<file path="config.mk">
export PLATFORM = sky130hd
export DESIGN_NAME = serial_in_parallel_out_framed_receiver_flat
export DESIGN_NICKNAME = d
export VERILOG_FILES = /design/src/rtl/serial_in_parallel_out_framed_receiver_pkg.sv /design/src/rtl/serial_in_parallel_out_framed_receiver_if.sv /design/src/rtl/serial_in_parallel_out_framed_receiver_shift_core.sv /design/src/rtl/serial_in_parallel_out_framed_receiver.sv /design/src/flat_wrapper.sv
export SDC_FILE = /design/constraint.sdc
export NUM_CORES = 1
export LEC_CHECK = 0
export CAP_MARGIN = 15
export CORE_AREA = 2 2 46 48
export DETAILED_ROUTE_END_ITERATION = 16
export DIE_AREA = 0 0 48 50
export PLACE_DENSITY = 0.66
export SLEW_MARGIN = 25
export SYNTH_ARGS = -nofsm -noshare
export SYNTH_HDL_FRONTEND = slang
export SYNTH_HIERARCHICAL = 1
export SYNTH_SLANG_ARGS = --single-unit
</file>
<file path="constraint.sdc">
create_clock -name clk -period 1.2 [get_ports clk]
set_input_delay 0.18 -clock clk [delete_from_list [all_inputs] [get_ports clk]]
set_output_delay 0.18 -clock clk [all_outputs]
set_load 0.1 [all_outputs]
</file>
<file path="src/rtl/serial_in_parallel_out_framed_receiver_pkg.sv">
// Shared types and helpers for the framed serial-to-parallel receiver.
package serial_in_parallel_out_framed_receiver_pkg;

  typedef enum logic {
    EMPTY = 1'b0,
    FULL  = 1'b1
  } buf_state_t;

  function automatic int cnt_width(input int width);
    return $clog2(width);
  endfunction

endpackage

</file>
<file path="src/rtl/serial_in_parallel_out_framed_receiver_if.sv">
// Serial input, framing control and Valid/Ack output bundle of the receiver.
interface serial_in_parallel_out_framed_receiver_if
  import serial_in_parallel_out_framed_receiver_pkg::*;
#(
  parameter int WIDTH = 4
);
  localparam int CW = cnt_width(WIDTH);

  logic             shift_in;
  logic             shift_en;
  logic             sync;
  logic             ack;
  logic [WIDTH-1:0] parallel_out;
  logic             valid;
  logic             overrun;
  logic [CW-1:0]    bit_count;
  logic [WIDTH-1:0] reg_content;

  modport master (
    output shift_in, shift_en, sync, ack,
    input  parallel_out, valid, overrun, bit_count, reg_content
  );

  modport slave (
    input  shift_in, shift_en, sync, ack,
    output parallel_out, valid, overrun, bit_count, reg_content
  );

endinterface

</file>
<file path="src/rtl/serial_in_parallel_out_framed_receiver_shift_core.sv">
// Shift register and frame bit counter; flags the cycle a word completes.
module sipo_shift_core
  import serial_in_parallel_out_framed_receiver_pkg::*;
#(
  parameter int WIDTH = 4,
  localparam int CW = cnt_width(WIDTH)
) (
  input  logic             clk,
  input  logic             reset,
  input  logic             shift_in,
  input  logic             shift_en,
  input  logic             sync,
  output logic [WIDTH-1:0] shift_reg,
  output logic [CW-1:0]    bit_count,
  output logic             word_done,
  output logic [WIDTH-1:0] next_word
);

  localparam logic [CW-1:0] LAST = CW'(WIDTH - 1);

  assign next_word = {shift_reg[WIDTH-2:0], shift_in};
  // A Sync on the final-bit cycle restarts the frame instead of completing it.
  assign word_done = shift_en && !sync && (bit_count == LAST);

  always_ff @(posedge clk) begin
    if (reset) begin
      shift_reg <= '0;
      bit_count <= '0;
    end else if (shift_en) begin
      shift_reg <= next_word;
      if (sync)
        bit_count <= CW'(1);
      else if (word_done)
        bit_count <= '0;
      else
        bit_count <= bit_count + CW'(1);
    end else if (sync) begin
      bit_count <= '0;
    end
  end

endmodule

</file>
<file path="src/rtl/serial_in_parallel_out_framed_receiver.sv">
// Framed serial receiver: shift core plus a one-word Valid/Ack output buffer.
module serial_in_parallel_out_framed_receiver
  import serial_in_parallel_out_framed_receiver_pkg::*;
#(
  parameter int WIDTH = 4
) (
  input logic clk,
  input logic reset,
  serial_in_parallel_out_framed_receiver_if.slave bus
);

  localparam int CW = cnt_width(WIDTH);

  buf_state_t       state;
  logic [WIDTH-1:0] shift_reg;
  logic [CW-1:0]    bit_count;
  logic             word_done;
  logic [WIDTH-1:0] next_word;
  logic [WIDTH-1:0] parallel_out;
  logic             overrun;

  sipo_shift_core #(.WIDTH(WIDTH)) core (
    .clk       (clk),
    .reset     (reset),
    .shift_in  (bus.shift_in),
    .shift_en  (bus.shift_en),
    .sync      (bus.sync),
    .shift_reg (shift_reg),
    .bit_count (bit_count),
    .word_done (word_done),
    .next_word (next_word)
  );

  // A word landing on a full, unacknowledged buffer is dropped and flagged.
  always_ff @(posedge clk) begin
    if (reset) begin
      state        <= EMPTY;
      parallel_out <= '0;
      overrun      <= 1'b0;
    end else begin
      case (state)
        EMPTY: begin
          if (word_done) begin
            parallel_out <= next_word;
            state        <= FULL;
          end
        end
        FULL: begin
          if (word_done) begin
            if (bus.ack)
              parallel_out <= next_word;
            else
              overrun <= 1'b1;
          end else if (bus.ack) begin
            state <= EMPTY;
          end
        end
        default: state <= EMPTY;
      endcase
    end
  end

  assign bus.parallel_out = parallel_out;
  assign bus.valid        = (state == FULL);
  assign bus.overrun      = overrun;
  assign bus.bit_count    = bit_count;
  assign bus.reg_content  = shift_reg;

endmodule

</file>
<file path="src/flat_wrapper.sv">
// flat-port wrapper written by rule: the top's interface ports become plain ports
module serial_in_parallel_out_framed_receiver_flat import serial_in_parallel_out_framed_receiver_pkg::*;
#(
  parameter int WIDTH = 4
)
  (clk, reset, bus_shift_in, bus_shift_en, bus_sync, bus_ack, bus_parallel_out, bus_valid, bus_overrun, bus_bit_count, bus_reg_content);
  serial_in_parallel_out_framed_receiver_if #(.WIDTH(WIDTH)) bus_i ();
  input logic clk;
  input logic reset;
  input wire logic [$bits(bus_i.shift_in)-1:0] bus_shift_in;
  input wire logic [$bits(bus_i.shift_en)-1:0] bus_shift_en;
  input wire logic [$bits(bus_i.sync)-1:0] bus_sync;
  input wire logic [$bits(bus_i.ack)-1:0] bus_ack;
  output wire logic [$bits(bus_i.parallel_out)-1:0] bus_parallel_out;
  output wire logic [$bits(bus_i.valid)-1:0] bus_valid;
  output wire logic [$bits(bus_i.overrun)-1:0] bus_overrun;
  output wire logic [$bits(bus_i.bit_count)-1:0] bus_bit_count;
  output wire logic [$bits(bus_i.reg_content)-1:0] bus_reg_content;
  assign bus_i.shift_in = bus_shift_in;
  assign bus_i.shift_en = bus_shift_en;
  assign bus_i.sync = bus_sync;
  assign bus_i.ack = bus_ack;
  assign bus_parallel_out = bus_i.parallel_out;
  assign bus_valid = bus_i.valid;
  assign bus_overrun = bus_i.overrun;
  assign bus_bit_count = bus_i.bit_count;
  assign bus_reg_content = bus_i.reg_content;
  serial_in_parallel_out_framed_receiver #(.WIDTH(WIDTH)) u_core (.clk(clk), .reset(reset), .bus(bus_i));
endmodule
</file>
[Word-level counts from Yosys, hierarchy flattened]
Cells that the tools add are included.
Operators by class
  reductions and logical operators: 6
  bitwise logic cells: 2
  equal/unequal tests: 4
  multiplexer cells: 12
  add/sub/neg operators: 1
Operators with widths (count)
  4-bit 2-to-1 mux: 3
  2-bit 2-to-1 mux: 4
  4-bit case mux with 2 select lines: 1
  2-bit inequality test (second input constant): 3
  3-bit AND reduction: 2
  1-bit 2-to-1 mux: 3
  2-bit by 1-bit adder with 2-bit output (second input constant): 1
  2-bit equality test (second input constant): 1
  1-bit logical AND: 2
  1-bit inverter: 2
  1-bit case mux with 2 select lines: 1
  2-bit nonzero test: 1
  1-bit zero test: 1
Storage, ports and cells
  input bits: 6
  register bits: 12
  logic and storage cells: 30
  output and inout port bits: 12

[Longest topological paths before layout]
Gate-level depths: netlist of run 1.
  word-level depth: 6
  depth in mapped cells: 6
  gate-level depth less buffers: 5

[Cells and area by module]
The synthesis of run 1 kept the hierarchy.
By module, submodules not included
  sipo_shift_core: cells an instance 29, area each 290.3 µm², seq. area each 120.1 µm², times used 1
  serial_in_parallel_out_framed_receiver: cells an instance 26, area each 264.0 µm², seq. area each 120.1 µm², times used 1

[Least setup slack after synthesis of run 1]
OpenSTA, ideal clock, no wires.
  path kind: reg-to-reg
  start point: reg u_core.core.bit_count[0]
  end point: reg u_core.parallel_out[0], in the netlist u_core/bus.parallel_out[0]
  stages on the path, launching flop included: 7
  clock period less this slack: 1931 ps
  arrival time: 1859 ps
  setup time: 72 ps
  buffers on the path: 1
  required time: 1128 ps
  setup slack: -731 ps
  cell sequence: dfxtp_1 -> ha_1 -> inv_1 -> nor2_1 -> nor2b_2 -> buf_6 -> mux2i_1
Between the ends
  longest elaborated chain between the ends: 4
  elaborated cells between the ends (all ways): 5
  classes of those cells: 3 x eq/ne; 2 x reduce/logical
Ends and longest elaborated chain
  from (decl): line serial_in_parallel_out_framed_receiver_shift_core.sv:14  | output logic [CW-1:0] bit_count,
  from (signal assigned): line serial_in_parallel_out_framed_receiver_shift_core.sv:36  | bit_count <= bit_count + CW'(1);
  2-bit equality test *: line serial_in_parallel_out_framed_receiver_shift_core.sv:23  | assign word_done = shift_en && !sync && (bit_count == LAST);
  1-bit logical AND *: line serial_in_parallel_out_framed_receiver_shift_core.sv:23
  net u_core.word_done: line serial_in_parallel_out_framed_receiver.sv:17  | logic word_done;
  2-bit inequality test (no line)
  3-bit AND reduction (no line) *
  to (signal assigned): line serial_in_parallel_out_framed_receiver.sv:44  | parallel_out <= next_word;
  to (signal assigned): line serial_in_parallel_out_framed_receiver.sv:51  | parallel_out <= next_word;
  to (decl): line serial_in_parallel_out_framed_receiver.sv:19  | logic [WIDTH-1:0] parallel_out;
Mark *: on every way through the listed nets, which the timed path passes. The rest lies on a longest branch.
A chain may end at the register's enable or synchronous reset.

[Final worst setup path of run 1]
  start point: reg u_core.core.bit_count[0]
  end point: out bus_bit_count[0]
RTL lines
  to (decl): line flat_wrapper.sv:17  | output wire logic [$bits(bus_i.bit_count)-1:0] bus_bit_count;
No word-level cell between the ends.

==> summary by stage, run 1 <==
Clock tree
The total number of clock tree sinks is 12. The clock reaches the later pin of the worst-skew pair after around 0.27 ns. The total number of H-tree levels is 1.

Buffers inserted during clock tree synthesis total 3. Clock tree synthesis selected as its root buffer the cell sky130_fd_sc_hd__clkbuf_4. The CTS tree is yes. The hold buffer count at cts is 0. The number of buffers added for setup after CTS is 0. The clock transition time at the flip-flop clock pins of the worst setup and hold paths is 0.07 ns. The maximum count of clock buffers along a single path is 2.

GRT
The initial antenna violation count came to 0. Entering global routing, the biggest net connects 17 pins. The total grt overflow is 0. The global-route usage over all layers is under 10%. The via count of the first global-routing pass came to 369. The wire length of the first global-routing pass is about 1600 um.

Routing
For this run, the detailed router's first-pass iteration total came to 2. The aggregate routed wire length is about 950 um. The number of design rule violations left after detail routing is 0.

The average via count per standard cell is about 4.1. After the first detailed-routing iteration, the DRC count stood at 2. Once detail routing completed, the nets flagged for antenna violations numbered 0. The final route contains between 400 and 500 vias.

Dividing the detail-routed wire length by the instance count gives between 9 and 10 um.

Synthesis
After synthesis, the cell types taking the most area are sky130_fd_sc_hd__dfxtp_1 43%, sky130_fd_sc_hd__mux2i_1 16%, sky130_fd_sc_hd__nand2b_1 9.0%, sky130_fd_sc_hd__nor2_1 6.1%, sky130_fd_sc_hd__buf_4 5.4%. The synthesized net count is 62. The share of synthesized area in the top cell type comes to 43.34%. The count of unique library cells instantiated by Yosys is 16.

The synthesized area is 554.3 sq um. The area fraction in compound gates after synthesis is roughly 3%. In the synthesized netlist the async set-or-reset flop fraction comes to 0%. Summing the sequential cell areas from Yosys gives around 43% of the chip area. The post-synthesis sequential element count is 12. The most used flip-flop cell after synthesis is sky130_fd_sc_hd__dfxtp_1.

The mean instance size in the synthesized netlist is between 10 and 15 sq um. After synthesis, the largest family of logic cells by area is simple AND/OR/NAND/NOR gates. After Yosys synthesis, and, or, nand and nor cells account for about a quarter of the synthesized area. Yosys printed 6 warnings. Yosys mapped a number of flops with a built-in enable equal to 0. After technology mapping, the gate count stands at between 50 and 60. Of all cell types, the one taking the most synthesized area is sky130_fd_sc_hd__dfxtp_1. The synthesized netlist devotes approximately 2.3% of its cell area to adder and majority cells.

The xor-xnor portion of the synthesized cell area is 0%. The portion of synthesized area spent on multiplexers is between 10% and 20%.

Timing
Headroom to the max-slew limit came out at around 85%. The final number of max-transition violations was 0. The transition time of the tightest slew-check pin is between 0.2 and 0.25 ns. The worst-case clock skew is 0.001249 ns. Static timing analysis puts the maximum clock frequency at 0.9090 GHz. Setup repair after global routing left no endpoint under its margin.

In the finished design, the share of the clock period the worst path needs comes to between 90% and 100%. The worst path needs 1.100 ns of the cycle, external delays included. The total count of hold-check failures in the final report is 0.

Summed over all failing endpoints, the final setup total negative slack is 0 ns. Setup violations remaining at the end of the flow were counted as 0. Once routing completed, OpenROAD measured the worst setup slack at around 0.1 ns.

Floorplanning
Pin placement for this block handled 18 I/O pins. The site row count is 16. The width of the die is 48 um. The region available for standard cell placement spans about 1900 sq um. The total die area is approximately 2400 sq um.

In this run the vertical extent of the chip is 50 um. The initial core utilization is roughly 29%.

Place
The total half-perimeter wirelength after legalization and detailed placement is ~800 um. Buffers placed on the I/O ports in this run total 17. The weighted congestion at the end of routability-driven global placement is a little under 0.7. Before CTS, the worst setup slack after placement is -0.3354 ns.

Hold path
In this run the most critical hold path is launched from bus_sync. The classification of the worst-slack hold path is in -> reg.

Worst setup path
In this run the worst setup path begins at u_core/core/bit_count[0]$_SDFFE_PP0P_. Data on the critical path is required at its endpoint by around 1.0 ns. For the worst setup path, the data arrival time is between 0.9 and 1 ns. The worst register-to-register path begins at u_core/core/bit_count[1]$_SDFFE_PP0P_. Along the worst path, the maximum fanout reaches 3. The worst setup path is captured at an output pin. The critical path is of the reg -> out type. The worst setup path is launched from a register.

Cells and area
The count of filler cells inserted in the layout is 180. The net count of the finished layout is 81. Across the whole layout, storage elements account for 250.2 sq um. The number of diodes added for antenna fixing is 0. In the final layout, the share of cells above drive strength 1 is 39.73%. The layout overhead on the synthesized area is 67.95%. The most common cell after layout, fill and taps aside is sky130_fd_sc_hd__buf_12. In the layout the commonest cells are 13 x sky130_fd_sc_hd__buf_12, 9 x sky130_fd_sc_hd__mux2i_1, 8 x sky130_fd_sc_hd__nand2b_1, 8 x sky130_fd_sc_hd__nor2_1, 8 x sky130_fd_sc_hd__dfxtp_1. The area taken by multi-input logic gates is ~280 sq um.

Run status
The flow ran to the end, and the final reports show no timing, DRC or antenna violations.

Power
The maximum vdd ir drop is 0.6056 mV. Power spread over the standard cell area amounts to roughly 890 nW/um^2. For this design the static power due to leakage is around 0.00037 uW.

Flow run
The tool flagged a number of max-cap violations equal to 0.
## cell type report
class,instances,area share [%]
multi-input combinational,34,29.57
tap,27,3.629
timing repair buffer,21,36.29
sequential,12,26.88
clock buffer,4,2.823
inverter,2,0.8065
## layer usage
layer | global-route usage, % | routed length, um | up-vias
li1 | - | - | 207
met1 | 11.80 | 423 | 184
met2 | 12.67 | 447 | 13
met3 | 5.495 | 62 | 2
met4 | 4.054 | 14 | 0
met5 | 0 | 0 | -
## where the power goes
part | total (uW) | leakage (uW) | internal [uW] | switching (uW)
Sequential | 413 | 0.0000996 | 403 | 9.33
Clock | 252 | 0.0000150 | 129 | 123
Combinational | 161 | 0.000257 | 73.9 | 87.5
## critical path: stages (launching register included)
cell and delay, ns:
sky130_fd_sc_hd__dfxtp_4 0.35, sky130_fd_sc_hd__buf_4 0.14, sky130_fd_sc_hd__buf_12 0.16
## path summary, 6_finish.rpt
check	slack, ns	to	depth (start not counted)
worst max-delay path	0.1	bus_bit_count[0]	2
worst min-delay path	0.15	u_core/core/bit_count[1]$_SDFFE_PP0P_	2
worst max register to register	0.1	u_core/bus.parallel_out[2]$_SDFFE_PP0P_	5
worst min register to register	0.52	u_core/bus.parallel_out[0]$_SDFFE_PP0P_	2
## timing repair
| item | 4_1_cts | 5_1_grt |
|---|---|---|
| pin swaps | 0 | 0 |
| resized for setup | 1 | 3 |
| setup endpoints to repair | 4 | 4 |
## cell usage after synthesis (2+ instances only)
cell                       number
sky130_fd_sc_hd__dfxtp_1       12
sky130_fd_sc_hd__nand2b_1       8
sky130_fd_sc_hd__nor2_1         9
sky130_fd_sc_hd__buf_4          4
sky130_fd_sc_hd__inv_1          2
sky130_fd_sc_hd__buf_6          2
sky130_fd_sc_hd__mux2i_1        9
## logic make-up after synthesis
family / after synthesis
multiplexers: 9
AO/OA/AOI/OAI: 2
buffers and inverters: 9
adder cells (fa/ha/maj): 1
flip-flops: 12
AND/OR/NAND/NOR: 22
## stage by stage
stage	hold slack, ns	util, %	instance area (sq um)	total power, uW	std cells
2_1_floorplan	0.2450	-	579.3	520.0	55
3_3_place_gp	0.5037	46.78	889.6	584.0	96
3_5_place_dp	0.5037	46.78	889.6	585.3	96
4_1_cts	0.5168	48.42	920.9	839.3	100
5_1_grt	0.1608	48.95	930.9	864.5	100
6_report	0.1466	48.95	930.9	826.3	100
No activity file was read; power rests on OpenSTA's default activity.
==> inputs of run 2 (changes only) <==
--- a/config.mk
+++ b/config.mk
@@ -9,6 +9,7 @@
 export CORE_AREA = 2 2 46 48
 export DETAILED_ROUTE_END_ITERATION = 16
 export DIE_AREA = 0 0 48 50
+export MAX_ROUTING_LAYER = met4
 export PLACE_DENSITY = 0.66
 export SLEW_MARGIN = 25
 export SYNTH_ARGS = -nofsm -noshare
==> summary by stage, run 2 (synthesized netlist as in run 1, its figures left out) <==
Timing
The total count of hold-check failures in the final report is 0 (unchanged). The fraction of the cycle the final worst path needs is 91.71% (was 91.68%). The final worst setup slack is 0.09951 ns (was 0.09985 ns). The number of endpoints failing setup at the final stage is 0 (unchanged). The post-layout minimum cycle time is 1.100 ns (about the same). The final number of max-transition violations was 0 (unchanged).

The transition time of the tightest slew-check pin came to 0.2213 ns (unchanged). RSZ-0062 raised after global routing: no (unchanged). The max-slew headroom at the worst pin is 85.23% (unchanged). The worst-case clock skew is 0.001269 ns (was 0.001249 ns). The upper clock frequency limit is 0.9087 GHz (was 0.9090 GHz).

Place
The instance area after placement is 889.6 sq um (unchanged). The placement-stage worst setup slack is -0.3354 ns (unchanged). The cell count after placement is 96 (unchanged).

The total half-perimeter wirelength after legalization and detailed placement was 784.6 um (unchanged). The number of input and output port buffers inserted is 17 (unchanged). The weighted congestion at the end of routability-driven global placement is 0.6986 (was 0.6913).

GRT
The wire length of the first global-routing pass is 1566 um (was 1559 um). The via count of the first global-routing pass came to 369 (unchanged). The global-route usage over all layers is 9.613% (was 9.377%).

The largest net degree at the start of global routing is 17 (unchanged). The initial antenna violation count was 0 (unchanged). The total grt overflow is 0 (unchanged).

Cells and area
The final standard cell area without fillers is 930.9 sq um (unchanged). The core occupancy in the finished layout is 48.95% (unchanged). The most common cell after layout, fill and taps aside is sky130_fd_sc_hd__buf_12 (unchanged). The layout overhead on the synthesized area is 67.95% (unchanged). The number of diodes added for antenna fixing was 0 (unchanged).

The total number of nets in the final design was 81 (unchanged). The fraction of layout cells with a size suffix above 1 is 39.73% (unchanged). Highest-count cells in the layout ignoring fill and taps: 13 x sky130_fd_sc_hd__buf_12, 9 x sky130_fd_sc_hd__mux2i_1, 8 x sky130_fd_sc_hd__nand2b_1, 8 x sky130_fd_sc_hd__nor2_1, 8 x sky130_fd_sc_hd__dfxtp_1 (unchanged). The final non-filler cell total is 100 (unchanged).

Run status
Run status: finished, final reports clean (unchanged).

Routing
The number of design-rule violations left by the first detailed-router iteration is 2 (unchanged). The average via count per standard cell is 4.060 (unchanged). The post-route antenna net violation count is 0 (unchanged).

The number of design rule violations left after detail routing came to 0 (unchanged). The total iterations of the first detailed-routing run was 2 (unchanged). The via count is 406 (unchanged). The average wire per standard cell is 9.500 um (was 9.480 um). The aggregate routed wire length was 950 um (was 948 um).

Flow run
The number of violations of the max-capacitance limit came to 0 (unchanged).

Clock tree
The CTS tree was yes (unchanged). The clock transition time at the flip-flop clock pins of the worst setup and hold paths came to 0.07 ns (about the same). The total number of clock tree sinks is 12 (unchanged). The clock insertion delay at the later pin of the skew report is 0.27 ns (about the same). The buffer cell driving the clock tree root is sky130_fd_sc_hd__clkbuf_4 (unchanged). The hold buffer count at cts is 0 (unchanged).

The maximum count of clock buffers along a single path came to 2 (unchanged). The total number of H-tree levels is 1 (unchanged). The CTS buffer count is 3 (unchanged). The number of buffers added for setup after CTS is 0 (unchanged).

Floorplanning
The number of top-level pins came to 18 (unchanged). The die boundary height came to 50 um (unchanged). The area inside the core boundary is 1902 sq um (unchanged). The total die area is 2400 sq um (unchanged). The width of the die is 48 um (unchanged). The initial core utilization was 29.14% (unchanged). The site row count is 16 (unchanged).

Power
The static leakage is 0.0003717 uW (unchanged). The power density over cell area was 887.6 nW/um^2 (about the same). The maximum vdd ir drop came to 0.6057 mV (was 0.6056 mV). The total power draw is 826.3 uW (about the same).

Worst setup path
The startpoint class of the critical path is a register (unchanged). The cell with the largest stage delay on the worst path is sky130_fd_sc_hd__dfxtp_4 (unchanged). The endpoint arrival time on the critical path is 1.30 ns (was 0.92 ns).

The maximum cell stage delay along the critical path came to 0.36 ns (was 0.35 ns). Crit path cell chain: ha_4 -> inv_2 -> nor2_4 -> nor2b_4 -> mux2i_1 (was buf_4 -> buf_12). The kind of critical path is reg -> reg (was reg -> out). The worst path required time is 1.40 ns (was 1.02 ns). The largest fanout on the critical path is 4 (was 3). The sort of element at the end of the critical path is a register (was output pin).

Hold path
The classification of the worst-slack hold path was in -> reg (unchanged).
## run 2: power by group
| part | internal (uW) | switching (uW) |
|---|---|---|
| Combinational | 73.9 | 87.5 |
| Clock | 129 | 123 |
| Sequential | 403 | 9.34 |
| Total | 606 | 220 |
## run 2: stage by stage
step / hold WS, ns / TNS, ns
after detailed placement: 0.5037 / -1.634
after global placement: 0.5037 / -1.529
final: 0.1465 / 0
after floorplan: 0.2450 / -0.5064
after global routing: 0.1608 / 0
after CTS: 0.5168 / 0
## run 2: path summary, 6_finish.rpt
path	startpoint	endpoint	slack, ns	depth (start not counted)
setup / recovery	u_core/core/bit_count[1]$_SDFFE_PP0P_	u_core/bus.parallel_out[2]$_SDFFE_PP0P_	0.1	5
hold reg to reg	u_core/bus.parallel_out[0]$_SDFFE_PP0P_	u_core/bus.parallel_out[0]$_SDFFE_PP0P_	0.52	2
setup reg to reg	u_core/core/bit_count[1]$_SDFFE_PP0P_	u_core/bus.parallel_out[2]$_SDFFE_PP0P_	0.1	5
hold / removal	bus_sync	u_core/core/bit_count[1]$_SDFFE_PP0P_	0.15	2
## run 2: layout make-up
cell class | instances | area, sq um
clock buffers | 4 | 26.28
fillers | 180 | 970.9
inverters | 2 | 7.507
multi-input cells | 34 | 275.3
flip-flops and latches | 12 | 250.2
well taps | 27 | 33.78
repair buffers | 21 | 337.8
## run 2: what timing repair did
| item | CTS | global route |
|---|---|---|
| setup endpoints to repair | 4 | 4 |
| resized for setup | 1 | 3 |
| cloned | 0 | 0 |
## run 2: layer usage
metal	track usage (%)	part of all wire, %	vias to the layer above
li1	-	-	207
met1	11.80	45	184
met2	12.67	49	13
met4	4.054	0.21	0
met3	5.495	6.5	2
met5	-	0	-
## run 2: worst max-delay path: cells and delay by family (launching register included)
kind                     cells  cell delay, ns
AND/OR/NAND/NOR              2            0.31
multiplexers                 1            0.20
adder cells (fa/ha/maj)      1            0.13
flip-flops                   1            0.36
buffers and inverters        1            0.04
==> inputs of run 3 (changes only) <==
--- a/config.mk
+++ b/config.mk
@@ -6,11 +6,13 @@
 export NUM_CORES = 1
 export LEC_CHECK = 0
 export CAP_MARGIN = 15
-export CORE_AREA = 2 2 46 48
+export CELL_PAD_IN_SITES_DETAIL_PLACEMENT = 0
+export CELL_PAD_IN_SITES_GLOBAL_PLACEMENT = 1
+export CORE_AREA = 2 2 47 49
 export DETAILED_ROUTE_END_ITERATION = 16
-export DIE_AREA = 0 0 48 50
+export DIE_AREA = 0 0 49 51
 export MAX_ROUTING_LAYER = met4
-export PLACE_DENSITY = 0.66
+export PLACE_DENSITY = 0.78
 export SLEW_MARGIN = 25
 export SYNTH_ARGS = -nofsm -noshare
 export SYNTH_HDL_FRONTEND = slang
==> summary by stage, run 3 (synthesized netlist as in run 1, its figures left out) <==
Run status
Run status: finished, final reports clean (unchanged).

Clock tree
The clock transition time at the flip-flop clock pins of the worst setup and hold paths is 0.07 ns (about the same). The hold buffer count at cts is 0 (unchanged). The CTS buffer count is 3 (unchanged). The maximum count of clock buffers along a single path was 2 (unchanged). The total number of H-tree levels is 1 (unchanged).

The CTS tree is yes (unchanged). The total number of clock tree sinks was 12 (unchanged). The buffer cell driving the clock tree root is sky130_fd_sc_hd__clkbuf_4 (unchanged).

The clock insertion delay at the later pin of the skew report is 0.27 ns (about the same).

Timing
The fraction of the cycle the final worst path needs is 93.28% (was 91.71%). The worst-case clock skew was 0.001938 ns (was 0.001269 ns). The upper clock frequency limit is 0.8934 GHz (was 0.9087 GHz). The number of endpoints failing setup at the final stage came to 0 (unchanged).

The transition time of the tightest slew-check pin is 0.3884 ns (was 0.2213 ns). The max-slew headroom at the worst pin is 74.02% (was 85.23%). The final number of max-transition violations came to 0 (unchanged). The total count of hold-check failures in the final report is 0 (unchanged). The post-layout minimum cycle time is 1.119 ns (was 1.100 ns). The final worst setup slack is 0.08069 ns (was 0.09951 ns).

Floorplanning
The width of the die was 49 um (was 48 um). The area inside the core boundary was 2063 sq um (was 1902 sq um). The total die area is 2499 sq um (was 2400 sq um). The initial core utilization is 26.86% (was 29.14%). The site row count is 17 (was 16). The die boundary height came to 51 um (was 50 um). The number of top-level pins was 18 (unchanged).

Worst setup path
The worst path required time was 1.41 ns (was 1.40 ns). The reg-to-reg setup timing slack was 0.08 ns (was 0.1 ns). The sort of element at the end of the critical path is a register (unchanged).

The largest fanout on the critical path came to 4 (unchanged). The startpoint class of the critical path is a register (unchanged). Crit path cell chain: ha_4 -> inv_2 -> nor2_2 -> nor2b_4 -> mux2i_1 (was ha_4 -> inv_2 -> nor2_4 -> nor2b_4 -> mux2i_1). The cell with the largest stage delay on the worst path is sky130_fd_sc_hd__dfxtp_4 (unchanged).

The endpoint arrival time on the critical path is 1.32 ns (was 1.30 ns). The dominant delay contributor by cell family on the critical path is flip-flops (unchanged). The kind of critical path is reg -> reg (unchanged). The number of buffer and inverter stages on the critical path is 1 (unchanged). The maximum cell stage delay along the critical path came to 0.37 ns (was 0.36 ns).

Routing
The average wire per standard cell came to 10.01 um (was 9.500 um). The total iterations of the first detailed-routing run came to 4 (was 2). The wire length the detailed router placed on met1 is 460 um (was 423 um). The highest signal layer in the routed design is met4 (unchanged). The met3 wire length was 64 um (was 62 um). The post-route antenna net violation count is 0 (unchanged). The number of design-rule violations left by the first detailed-router iteration is 5 (was 2). The via count is 420 (was 406). The wire length on met2 is 504 um (was 462 um).

The average via count per standard cell is 4.038 (was 4.060). The number of design rule violations left after detail routing was 0 (unchanged). The aggregate routed wire length was 1041 um (was 950 um).

Cells and area
The total number of nets in the final design was 84 (was 81). The final standard cell area without fillers was 942.2 sq um (was 930.9 sq um). Highest-count cells in the layout ignoring fill and taps: 12 x sky130_fd_sc_hd__buf_12, 9 x sky130_fd_sc_hd__mux2i_1, 8 x sky130_fd_sc_hd__nand2b_1, 8 x sky130_fd_sc_hd__nor2_1, 8 x sky130_fd_sc_hd__dfxtp_1 (was 13 x sky130_fd_sc_hd__buf_12, 9 x sky130_fd_sc_hd__mux2i_1, 8 x sky130_fd_sc_hd__nand2b_1, 8 x sky130_fd_sc_hd__nor2_1, 8 x sky130_fd_sc_hd__dfxtp_1). The fraction of layout cells with a size suffix above 1 came to 43.42% (was 39.73%). The number of diodes added for antenna fixing came to 0 (unchanged). The layout overhead on the synthesized area is 69.98% (was 67.95%). The area occupied by registers came to 250.2 sq um (unchanged). The count of filler cells inserted in the layout is 209 (was 180).

The most common cell after layout, fill and taps aside was sky130_fd_sc_hd__buf_12 (unchanged). The area taken by multi-input logic gates is 270.3 sq um (was 275.3 sq um).

Place
The weighted congestion at the end of routability-driven global placement is 0.6958 (was 0.6986). The total half-perimeter wirelength after legalization and detailed placement was 824.4 um (was 784.6 um). The placement-stage worst setup slack is -0.2792 ns (was -0.3354 ns). The instance area after placement is 893.4 sq um (was 889.6 sq um). The number of input and output port buffers inserted was 17 (unchanged).

Flow run
The number of violations of the max-capacitance limit is 0 (unchanged).

GRT
The largest net degree at the start of global routing is 14 (was 17). The total grt overflow was 0 (unchanged). The initial antenna violation count came to 0 (unchanged). The global-route usage over all layers is 9.987% (was 9.613%). The via count of the first global-routing pass is 408 (was 369).

The wire length of the first global-routing pass is 1773 um (was 1566 um).

Power
The maximum vdd ir drop is 0.6417 mV (was 0.6057 mV). The total power draw is 893.6 uW (was 826.3 uW). The power density over cell area is 948.5 nW/um^2 (was 887.6 nW/um^2). The static leakage is 0.0003696 uW (was 0.0003717 uW).

Hold path
The classification of the worst-slack hold path is in -> reg (unchanged).
-- run 3: repair_timing --
item                                    4_1_cts  5_1_grt
resized for setup                             1        0
pin swaps                                     0        0
setup buffers                                 0        1
endpoints found under the setup margin        4        1
-- run 3: report_power, final --
part | leakage, uW | total (uW) | switching [uW] | internal, uW
Combinational | 0.000249 | 162 | 86.8 | 74.9
Sequential | 0.0000996 | 413 | 9.91 | 403
Clock | 0.0000210 | 319 | 134 | 184
-- run 3: worst reg2reg max path: cells and delay by family (launching register included) --
family	cells	cell delay, ns
AND/OR/NAND/NOR	2	0.32
flip-flops	1	0.37
adder cells (fa/ha/maj)	1	0.14
buffers and inverters	1	0.03
multiplexers	1	0.20
-- run 3: worst paths after layout --
| path | from | cells past startpoint | endpoint |
|---|---|---|---|
| max | u_core/core/bit_count[1]$_SDFFE_PP0P_ | 5 | u_core/bus.parallel_out[3]$_SDFFE_PP0P_ |
| max reg2reg | u_core/core/bit_count[1]$_SDFFE_PP0P_ | 5 | u_core/bus.parallel_out[3]$_SDFFE_PP0P_ |
| min | bus_shift_in | 3 | u_core/bus.parallel_out[0]$_SDFFE_PP0P_ |
| min reg2reg | u_core/bus.parallel_out[2]$_SDFFE_PP0P_ | 2 | u_core/bus.parallel_out[2]$_SDFFE_PP0P_ |
-- run 3: cell type report --
class / instances / area share (%)
repair buffers: 24 / 36.39
multi-input cells: 34 / 28.69
flip-flops and latches: 12 / 26.56
clock buffers: 4 / 3.851
well taps: 28 / 3.718
inverters: 2 / 0.7968
-- run 3: layer usage --
metal | global-route usage (%) | vias to the layer above
met5 | - | -
met4 | 4.286 | 0
met3 | 5.556 | 2
met2 | 15.30 | 15
met1 | 10.69 | 187
li1 | - | 216
-- run 3: through the flow --
step / utilization [%] / TNS [ns] / instances / hold WS (ns)
floorplan: - / -0.5064 / 55 / 0.2450
global placement: 43.30 / -1.314 / 99 / 0.5091
detailed placement: 43.30 / -1.444 / 99 / 0.5097
CTS: 45.30 / 0 / 103 / 0.5107
global route: 45.66 / -0.0001760 / 104 / 0.5317
finish: 45.66 / 0 / 104 / 0.5143
